--- src/rtl/hypot_iter_ctrl.sv ---
`default_nettype none
// +--------------------------------------------------------------------------+
// | hypot_iter_ctrl : sequenced floor(sqrt(x^2 + y^2)) with remainder/exact  |
// | Revision 1.0                                                             |
// +--------------------------------------------------------------------------+
module hypot_iter_ctrl #(
   parameter int W = 8
) (
   input  logic           clk,
   input  logic           rst,
   input  logic           clear,
   input  logic           in_valid,
   output logic           in_ready,
   input  logic [W-1:0]   in_x,
   input  logic [W-1:0]   in_y,
   output logic           out_valid,
   input  logic           out_ready,
   output logic [W:0]     out_root,
   output logic [W+1:0]   out_rem,
   output logic           out_exact,
   output logic           busy
);

   localparam int CW = $clog2(W + 2);

   typedef enum logic [2:0] {
      S_IDLE = 3'd0,
      S_SQX  = 3'd1,
      S_SQY  = 3'd2,
      S_SQRT = 3'd3,
      S_DONE = 3'd4
   } state_t;

   state_t          r_state;
   state_t          w_next;
   logic [2*W-1:0]  r_mcand;
   logic [W-1:0]    r_mplier;
   logic [W-1:0]    r_y;
   logic [2*W+1:0]  r_acc;
   logic [CW-1:0]   r_cnt;
   logic [W:0]      r_root;
   logic [W+1:0]    r_rem;

   logic [W+3:0]    w_trial;
   logic [W+3:0]    w_sub;
   logic            w_ge;
   logic [W+3:0]    w_rem_full;
   logic [2*W+1:0]  w_acc_add;

   // r_acc doubles as the radicand shift register during SQRT (top pair first).
   assign w_trial    = {r_rem, r_acc[2*W+1:2*W]};
   assign w_sub      = {1'b0, r_root, 2'b01};
   assign w_ge       = (w_trial >= w_sub);
   assign w_rem_full = w_ge ? (w_trial - w_sub) : w_trial;
   assign w_acc_add  = r_mplier[0] ? (r_acc + {2'b00, r_mcand}) : r_acc;

   assign in_ready  = (r_state == S_IDLE);
   assign busy      = (r_state != S_IDLE);
   assign out_valid = (r_state == S_DONE);

   always_ff @(posedge clk or posedge rst) begin
      if (rst) r_state <= S_IDLE;
      else     r_state <= w_next;
   end

   always_comb begin
      w_next = r_state;
      case (r_state)
         S_IDLE: if (in_valid)                   w_next = S_SQX;
         S_SQX:  if (r_cnt == CW'(W - 1))        w_next = S_SQY;
         S_SQY:  if (r_cnt == CW'(W))            w_next = S_SQRT;
         S_SQRT: if (r_cnt == CW'(W))            w_next = S_DONE;
         S_DONE: if (out_ready)                  w_next = S_IDLE;
         default:                                w_next = S_IDLE;
      endcase
      if (clear) w_next = S_IDLE;
   end

   always_ff @(posedge clk or posedge rst) begin
      if (rst) begin
         r_mcand   <= '0;
         r_mplier  <= '0;
         r_y       <= '0;
         r_acc     <= '0;
         r_cnt     <= '0;
         r_root    <= '0;
         r_rem     <= '0;
         out_root  <= '0;
         out_rem   <= '0;
         out_exact <= 1'b0;
      end else if (!clear) begin
         case (r_state)
            S_IDLE: begin
               if (in_valid) begin
                  r_mcand  <= {{W{1'b0}}, in_x};
                  r_mplier <= in_x;
                  r_y      <= in_y;
                  r_acc    <= '0;
                  r_cnt    <= '0;
               end
            end
            S_SQX: begin
               r_acc <= w_acc_add;
               if (r_cnt == CW'(W - 1)) begin
                  r_mcand  <= {{W{1'b0}}, r_y};
                  r_mplier <= r_y;
                  r_cnt    <= '0;
               end else begin
                  r_mcand  <= {r_mcand[2*W-2:0], 1'b0};
                  r_mplier <= r_mplier >> 1;
                  r_cnt    <= r_cnt + CW'(1);
               end
            end
            S_SQY: begin
               if (r_cnt == CW'(W)) begin
                  r_root <= '0;
                  r_rem  <= '0;
                  r_cnt  <= '0;
               end else begin
                  r_acc    <= w_acc_add;
                  r_mcand  <= {r_mcand[2*W-2:0], 1'b0};
                  r_mplier <= r_mplier >> 1;
                  r_cnt    <= r_cnt + CW'(1);
               end
            end
            S_SQRT: begin
               r_root <= {r_root[W-1:0], w_ge};
               r_rem  <= w_rem_full[W+1:0];
               r_acc  <= {r_acc[2*W-1:0], 2'b00};
               r_cnt  <= r_cnt + CW'(1);
               if (r_cnt == CW'(W)) begin
                  out_root  <= {r_root[W-1:0], w_ge};
                  out_rem   <= w_rem_full[W+1:0];
                  out_exact <= (w_rem_full == '0);
               end
            end
            default: ;
         endcase
      end
   end

endmodule
`default_nettype wire

--- config.mk ---
export PLATFORM = sky130hd
export DESIGN_NAME = hypot_iter_ctrl
export DESIGN_NICKNAME = d
export VERILOG_FILES = /design/src/rtl/hypot_iter_ctrl.sv
export SDC_FILE = /design/constraint.sdc
export NUM_CORES = 1
export LEC_CHECK = 0
export CORE_AREA = 4 4 145 105
export CTS_CLUSTER_DIAMETER = 100
export DETAILED_ROUTE_END_ITERATION = 8
export DIE_AREA = 0 0 149 109
export GPL_ROUTABILITY_DRIVEN = 0
export GPL_TIMING_DRIVEN = 0
export SETUP_SLACK_MARGIN = 0.1
export SKIP_CTS_REPAIR_TIMING = 1
export SYNTH_ARGS = -nofsm -noshare
export SYNTH_HDL_FRONTEND = slang
export SYNTH_SLANG_ARGS = --single-unit
--- constraint.sdc ---
create_clock -name clk -period 4.2 [get_ports clk]
set_clock_uncertainty 0.15 [all_clocks]
set_input_delay 0.84 -clock clk [delete_from_list [all_inputs] [get_ports clk]]
set_output_delay 0.84 -clock clk [all_outputs]
set_load 0.1 [all_outputs]
==> flow_metrics.env, run 1 <==
export IMPL_status="finished, final reports clean"
export IMPL_setup_viol=0
export IMPL_std_cell_rows=36
export IMPL_crit_fanout=10
export IMPL_cp_cell_sequence="clkbuf_1 > nor3b_1 > clkdlybuf4s50_1"
export IMPL_timing_fmax_mhz=266.3
export IMPL_synth_top_area_cell="dfrtp_1"
export IMPL_muxShareOfSynthArea=0.03300
export IMPL_clkTransAtPathRegs_ns=0.07
export IMPL_synthCells=608
export IMPL_io_buffers=42
export IMPL_critPathKind="flop to output port"
export IMPL_synth_adder_area_share=0.06869
export IMPL_fin_nets=713
export IMPL_numCtsBuffers=9
export IMPL_ys_ff_latch=96
export IMPL_holdPathStages=2
export IMPL_die_area_sq_mm=0.01624
export IMPL_hp_start="out_root[2]"
export IMPL_crit_path_end_kind="output port"
export IMPL_whs_ns=0.3237
export IMPL_insertion_delay_ns=0.35
export IMPL_grt_overflow_total=0
export IMPL_worst_slew_pin_slew_ns=1.026
export IMPL_dieHeight_microns=109
export IMPL_yosysMostFrequentCell="dfrtp_1"
export IMPL_first_global_vias=4606
export IMPL_coreArea_sq_mm=0.01378
export IMPL_ys_seq_area_frac=0.4310
export IMPL_diodes=0
export IMPL_grt_use_total=0.1869
export IMPL_worstRegToRegCells=9
export IMPL_synth_edf_count=0
export IMPL_synth_compound_area_share=0.2404
export IMPL_start_util=0.4044
export IMPL_cts_tree="yes"
export IMPL_grt_setup_unrepaired="no"
export IMPL_multi_input_area_sq_mm=0.002974
export IMPL_grt_pass1_wl_microns=24270
export IMPL_fillCellCount=1290
export IMPL_drt_wl_total_microns=14540
export IMPL_cp_slowest_cell="clkdlybuf4s50_1"
export IMPL_p_per_area_mw_per_mm2=749.7
export IMPL_synth_top_area_frac=0.4310
export IMPL_tns_ns=0
export IMPL_ff_latch_area_sq_mm=0.002402
export IMPL_cp_required_ns=3.21
export IMPL_ant_nets=0
export IMPL_routedWlPerCell_microns=16.97
export IMPL_syn_area_per_cell_sq_um=9.168
export IMPL_period_share=0.8941
export IMPL_clkSinkCount=96
export IMPL_synth_ff_type="dfrtp_1"
export IMPL_area_delta_synth_final_pct=17.93
export IMPL_grt_max_degree=54
export IMPL_fin_util=0.4769
export IMPL_ys_warn_count=0
export IMPL_reg2reg_to="r_acc[16]"
export IMPL_vias_per_cell=5.644
export IMPL_final_hold_violation_count=0
export IMPL_netlist_area_sq_mm=0.005574
export IMPL_synth_net_count=659
export IMPL_start_kind="flop"
export IMPL_detail_route_first_pass_iterations=6
export IMPL_finalPower_w=0.004929
export IMPL_cpPeakStageDelay_ns=1.22
export IMPL_antenna_found_initial=0
export IMPL_critPathArrivalTime_ns=2.77
export IMPL_dp_hpwl_microns=10900
export IMPL_die_x_microns=149
export IMPL_io_pins=44
export IMPL_synthArstFlopShare=1.000
export IMPL_synth_top_family_by_area="compound AO/OA/AOI/OAI gates"
export IMPL_min_to="out_root[2]"
export IMPL_min_delay_path_class="flop to flop"
export IMPL_via_count=4837
export IMPL_synth_xor_area_frac=0.02828
export IMPL_ir_drop_v=0.0002925
export IMPL_r2r_slack_ns=0.94
export IMPL_r2r_start="r_mcand[0]"
export IMPL_drt_iter0_markers=642
export IMPL_drc_errors=0
export IMPL_slew_violations=0
export IMPL_yosys_area_share_simple=0.1632
export IMPL_root_buffer="clkbuf_16"
export IMPL_p_leak_nw=2.885
export IMPL_clockBufferDepth=2
export IMPL_max_slew_margin=0.3100
export IMPL_htree_levels=3
export IMPL_min_period_ns=3.755
export IMPL_synth_area_top_cells="dfrtp_1 43%, o21ai_0 6.8%, ha_1 6.5%"
export IMPL_synth_top_cells_by_count="96 x dfrtp_1, 88 x nand2_1, 76 x o21ai_0"
export IMPL_drive_above_1_share=0.06597
export IMPL_synthDistinctLibCells=61
export IMPL_drv_cap=0
[power breakdown]
part	switching [W]	internal (W)
clock	0.000368	0.000486
combinational	0.00163	0.00103
sequential	0.000255	0.00117
total	0.00225	0.00268
[cells in the final DEF, fill, tap and decap left out, types with 6 or more instances in the layout]
cell type        count
xor2_1               6
nor2_1              38
clkbuf_16            9
nand3_1             11
a21oi_1             29
o21ai_0             76
a221oi_1             8
xnor2_1             12
clkbuf_1            27
and3_1               7
a21o_1               9
ha_1                29
a211oi_1             7
nand2_1             88
mux2i_1              6
inv_1               22
dfrtp_1             96
clkdlybuf4s50_1     42
mux2_2              11
a222oi_1            12
nor3_1              16
[metal layers]
metal	wire length, microns	track usage	up-vias
met5	0	0	-
met4	153	0.03854	0
met3	1039	0.03614	16
met2	5760	0.2575	154
met1	7589	0.3001	2341
li1	-	-	2326
[cells by family (layout without fill, tap and decap cells)]
family	after synthesis	count (layout)
AND/OR/NAND/NOR	198	198
buffers and inverters	52	111
multiplexers	17	17
adder cells (fa/ha/maj)	30	30
AO/OA/AOI/OAI	197	197
XOR/XNOR	18	18
flip-flops	96	96
[worst max-delay path by stage]
stage | start | endpoint | slack, ns | cells past startpoint
2_1_floorplan | r_state[2] | out_valid | 0.29 | 2
3_3_place_gp | rst | r_acc[0] | -0.77 | 2
3_5_place_dp | r_state[2] | out_valid | 0.84 | 3
4_1_cts | r_state[2] | out_valid | 0.44 | 3
5_1_grt | r_state[2] | out_valid | 0.34 | 3
6_report | r_state[2] | out_valid | 0.44 | 3
[per-stage QoR]
step,worst slack (ns),std cells,area [sq um]
2_1_floorplan,0.2858,608,5574
3_3_place_gp,-0.7681,840,6232
3_5_place_dp,0.8387,841,6262
4_1_cts,0.4417,857,6574
5_1_grt,0.3374,857,6574
6_report,0.4446,857,6574
[worst max-delay path: cells and delay by family (launching register included)]
| kind | cells | cell delay, ns |
|---|---|---|
| buffers and inverters | 2 | 1.56 |
| flip-flops | 1 | 0.40 |
| AND/OR/NAND/NOR | 1 | 0.45 |
[sequential cells by signal, summed over array words and instances, names as in the netlist]
name / flops
r_cnt: 4
out_rem: 10
r_rem: 10
out_root: 9
r_mplier: 8
r_state: 3
r_root: 9
r_y: 8
r_mcand: 16
out_exact: 1
r_acc: 18
[area by class of cell]
class	count	area share
clock inverters	6	0.01104
clock buffers	10	0.03635
multi-input cells	460	0.4524
repair buffers	43	0.06814
flip-flops and latches	96	0.3654
inverters	23	0.01351
plain buffers	29	0.01694
well taps	190	0.03616
(Power assumes the default switching activity.)
==> run 2: changes to the inputs <==
Settings changed: GPL_TIMING_DRIVEN 0 to default.
==> flow_metrics.env, run 2 (synthesis results as in run 1) <==
export IMPL_layout_commonest_cell="dfrtp_1"
export IMPL_htree_levels=3
export IMPL_finalPower_w=0.004740
export IMPL_final_cell_mix="96 x dfrtp_1, 88 x nand2_1, 75 x o21ai_0, 41 x clkdlybuf4s50_1, 38 x nor2_1"
export IMPL_grt_setup_unrepaired="no"
export IMPL_start_util=0.4044
export IMPL_worst_slew_pin_slew_ns=1.001
export IMPL_start_kind="flop"
export IMPL_std_cell_rows=36
export IMPL_coreArea_sq_mm=0.01378
export IMPL_max_slew_margin=0.3324
export IMPL_io_pins=44
export IMPL_routedWlPerCell_microns=15.86
export IMPL_cts_tree="yes"
export IMPL_timing_fmax_mhz=306.7
export IMPL_clkTransAtPathRegs_ns=0.06
export IMPL_final_hold_violation_count=0
export IMPL_drt_iter0_markers=325
export IMPL_dieHeight_microns=109
export IMPL_crit_path_end_kind="output port"
export IMPL_setup_slack_ns=0.9395
export IMPL_vias_per_cell=5.542
export IMPL_dp_hpwl_microns=9651
export IMPL_whs_ns=0.3294
export IMPL_area_delta_synth_final_pct=16.00
export IMPL_critPathArrivalTime_ns=2.27
export IMPL_p_leak_nw=2.851
export IMPL_grt_overflow_total=0
export IMPL_place_ws_ns=1.061
export IMPL_drv_cap=0
export IMPL_die_x_microns=149
export IMPL_largest_registers="r_acc x18, r_mcand x16"
export IMPL_slew_violations=0
export IMPL_cp_required_ns=3.21
export IMPL_io_buffers=43
export IMPL_grt_pass1_wl_microns=22250
export IMPL_ir_drop_v=0.0002755
export IMPL_via_count=4639
export IMPL_die_area_sq_mm=0.01624
export IMPL_drive_above_1_share=0.07883
export IMPL_root_buffer="clkbuf_16"
export IMPL_grt_use_total=0.1688
export IMPL_insertion_delay_ns=0.35
export IMPL_fin_nets=693
export IMPL_ant_nets=0
export IMPL_status="finished, final reports clean"
export IMPL_first_global_vias=4297
export IMPL_largest_reg_flops=18
export IMPL_p_per_area_mw_per_mm2=733.1
export IMPL_clkSinkCount=96
export IMPL_detail_route_first_pass_iterations=7
export IMPL_diodes=0
export IMPL_largest_register="r_acc"
export IMPL_drt_wl_total_microns=13270
export IMPL_antenna_found_initial=0
export IMPL_fillCellCount=1318
export IMPL_numCtsBuffers=9
export IMPL_critPathKind="flop to output port"
export IMPL_tns_ns=0
export IMPL_min_period_ns=3.260
export IMPL_min_delay_path_class="flop to flop"
export IMPL_drc_errors=0
export IMPL_crit_fanout=15
export IMPL_grt_max_degree=55
export IMPL_period_share=0.7763
export IMPL_fin_util=0.4691
export IMPL_setup_viol=0
export IMPL_clockBufferDepth=2
-- run 2: final timing paths --
check / startpoint / to / cells past startpoint / slack (ns)
setup / recovery: r_state[0] / busy / 2 / 0.94
min in group asynchronous: rst / out_root[8] / 2 / 0.80
max in group asynchronous: rst / out_root[6] / 3 / 2.32
hold / removal: out_exact / out_exact / 2 / 0.33
hold reg to reg: out_exact / out_exact / 2 / 0.33
setup reg to reg: r_rem[1] / out_exact / 8 / 1.03
-- run 2: worst max-delay path: stages, from the launching register on --
cell and delay (ns):
dfrtp_1 0.61, or3_1 0.19, clkdlybuf4s50_1 1.13
-- run 2: layout make-up --
| cell class | count | area [sq um] | share of cell area |
|---|---|---|---|
| Multi-Input combinational cell | 460 | 2978 | 0.4605 |
| Sequential cell | 96 | 2402 | 0.3715 |
| Timing Repair Buffer | 52 | 493.0 | 0.07624 |
| Tap cell | 190 | 237.7 | 0.03676 |
| Clock buffer | 11 | 232.7 | 0.03599 |
| Inverter | 23 | 88.84 | 0.01374 |
| Clock inverter | 5 | 33.78 | 0.005224 |
-- run 2: layer usage --
metal / vias up / routed length, microns / track usage
met1: 2227 / 7197 / 0.2670
met4: 0 / 138 / 0.04180
li1: 2294 / - / -
met3: 9 / 670 / 0.03157
met2: 109 / 5267 / 0.2352
met5: - / 0 / 0
-- run 2: report_power, final --
| group | total [W] | switching [W] | internal (W) |
|---|---|---|---|
| registers | 0.00143 | 0.000264 | 0.00117 |
| clock network | 0.000753 | 0.000352 | 0.000401 |
| logic | 0.00256 | 0.00155 | 0.00101 |
-- run 2: per-stage QoR --
stage | area (sq um) | instances
finish | 6466 | 837
floorplan | 5574 | 608
detailed placement | 6200 | 821
CTS | 6466 | 837
global placement | 6200 | 821
global route | 6466 | 837
==> run 3: changes to the inputs <==
Clock period 4.2 ns to 3.2 ns, I/O delays scaled along.
==> flow_metrics.env, run 3 (synthesis results as in run 1) <==
export IMPL_status="finished, final reports clean"
export IMPL_fin_cells=847
export IMPL_holdPathStages=2
export IMPL_pwr_share_comb=0.538
export IMPL_cp_slowest_cell="dfrtp_1"
export IMPL_cpPeakStageDelay_ns=0.42
export IMPL_p_int_w=0.003592
export IMPL_grt_pass1_wl_microns=22890
export IMPL_setup_viol=0
export IMPL_drt_wl_total_microns=13580
export IMPL_clkTransAtPathRegs_ns=0.07
export IMPL_min_period_ns=2.964
export IMPL_crit_fanout=3
export IMPL_final_cell_area_sq_mm=0.006584
export IMPL_routedWlPerCell_microns=16.04
export IMPL_min_delay_path_class="flop to flop"
export IMPL_std_cell_rows=36
export IMPL_drive_above_1_share=0.1339
export IMPL_critPathArrivalTime_ns=3.01
export IMPL_detail_route_first_pass_iterations=5
export IMPL_tns_ns=0
export IMPL_clockPowerShare=0.173
export IMPL_placed_area_sq_mm=0.006221
export IMPL_timing_fmax_mhz=337.4
export IMPL_p_per_area_mw_per_mm2=986.0
export IMPL_ant_nets=0
export IMPL_grt_max_degree=97
export IMPL_largest_registers="r_acc x18, r_mcand x16"
export IMPL_seqPwrFrac=0.289
export IMPL_dieHeight_microns=109
export IMPL_htree_levels=3
export IMPL_largest_reg_flops=18
export IMPL_p_leak_nw=2.979
export IMPL_period_share=0.9263
export IMPL_dpl_cell_count=827
export IMPL_place_ws_ns=0.09350
export IMPL_via_count=4721
export IMPL_grt_setup_unrepaired="yes"
export IMPL_cts_tree="yes"
export IMPL_drt_iter0_markers=377
export IMPL_antenna_found_initial=0
export IMPL_cp_required_ns=3.25
export IMPL_die_area_sq_mm=0.01624
export IMPL_clkSinkCount=96
export IMPL_slew_violations=0
export IMPL_switching_share=0.4466
export IMPL_worst_slew_pin_slew_ns=0.7917
export IMPL_cp_cell_sequence="ha_4 > fa_2 > a211oi_2 > o21bai_2 > o31a_1 > o41a_1 > a311oi_2 > mux2i_1 > o221ai_1"
export IMPL_worstRegToRegCells=9
export IMPL_setup_slack_ns=0.2358
export IMPL_drv_cap=0
export IMPL_fin_nets=703
export IMPL_insertion_delay_ns=0.35
export IMPL_critPathKind="flop to flop"
export IMPL_layout_commonest_cell="dfrtp_1"
export IMPL_first_global_vias=4435
export IMPL_grt_use_total=0.1738
export IMPL_critPathBufInv=0
export IMPL_cp_top_family="compound AO/OA/AOI/OAI gates"
export IMPL_grt_overflow_total=0
export IMPL_coreArea_sq_mm=0.01378
export IMPL_largest_register="r_acc"
export IMPL_start_kind="flop"
export IMPL_clockBufferDepth=2
export IMPL_worstSetupPathDepth=9
export IMPL_final_cell_mix="96 x dfrtp_1, 88 x nand2_1, 75 x o21ai_0, 40 x buf_4, 38 x nor2_1"
export IMPL_io_pins=44
export IMPL_root_buffer="clkbuf_16"
export IMPL_vias_per_cell=5.574
export IMPL_max_slew_margin=0.4686
export IMPL_crit_path_end_kind="flop"
export IMPL_dp_hpwl_microns=9843
export IMPL_die_x_microns=149
export IMPL_start_util=0.4044
export IMPL_p_switching_w=0.002899
export IMPL_diodes=0
export IMPL_final_hold_violation_count=0
export IMPL_io_buffers=43
export IMPL_ir_drop_v=0.0003343
export IMPL_numCtsBuffers=9
export IMPL_drc_errors=0
export IMPL_area_delta_synth_final_pct=18.11
[run 3: changes by cell type in the layout (fill, tap and decap cells not counted), moves of 2 or more]
cell / previous run / this run
clkbuf_1: 2 / 0
clkdlybuf4s50_1: 41 / 20
clkinv_2: 2 / 0
buf_4: 11 / 40
buf_12: 0 / 2
[run 3: tightest hold or removal path, stage by stage, from the launching register on]
cell	delay [ns]
dfrtp_1	0.34
nand2_1	0.05
o21ai_0	0.06
[run 3: through the flow]
stage / power, W / hold slack, ns / util
CTS: 0.006457 / 0.3358 / 0.4741
floorplan: 0.004423 / 0.2997 / -
finish: 0.006491 / 0.3307 / 0.4777
detailed placement: 0.005300 / 0.3196 / 0.4513
global placement: 0.005244 / 0.3146 / 0.4513
global route: 0.007048 / 0.3557 / 0.4777
[run 3: cell type report]
type / count / area [sq um]
Clock buffer: 10 / 239.0
Clock inverter: 6 / 75.07
Fill cell: 1300 / 7199
Inverter: 23 / 90.09
Multi-Input combinational cell: 460 / 2999
Sequential cell: 96 / 2402
Tap cell: 190 / 237.7
Timing Repair Buffer: 62 / 540.5
[run 3: routing by layer]
metal,up-vias,share of wire,GRT usage
met4,0,0.0082,0.03919
met2,143,0.40,0.2391
met1,2249,0.53,0.2766
met3,11,0.069,0.03614
met5,-,0,0
li1,2318,-,-
[run 3: worst paths after layout]
| path | end | start | slack (ns) |
|---|---|---|---|
| max in group asynchronous | r_mcand[12] | rst | 1.85 |
| min | out_rem[9] | out_rem[9] | 0.33 |
| max reg2reg | r_acc[16] | r_acc[0] | 0.24 |
| min in group asynchronous | r_root[1] | rst | 0.63 |
| max | r_acc[16] | r_acc[0] | 0.24 |
| min reg2reg | out_rem[9] | out_rem[9] | 0.33 |
[run 3: power by group through the flow]
stage	combinational (W)	clock (W)	sequential, W
final	0.00349	0.00112	0.00187
after global placement	0.00336	0	0.00188
after detailed placement	0.00342	0	0.00188
after CTS	0.00344	0.00115	0.00187
after floorplan	0.00268	0	0.00174
after global routing	0.00392	0.00121	0.00192
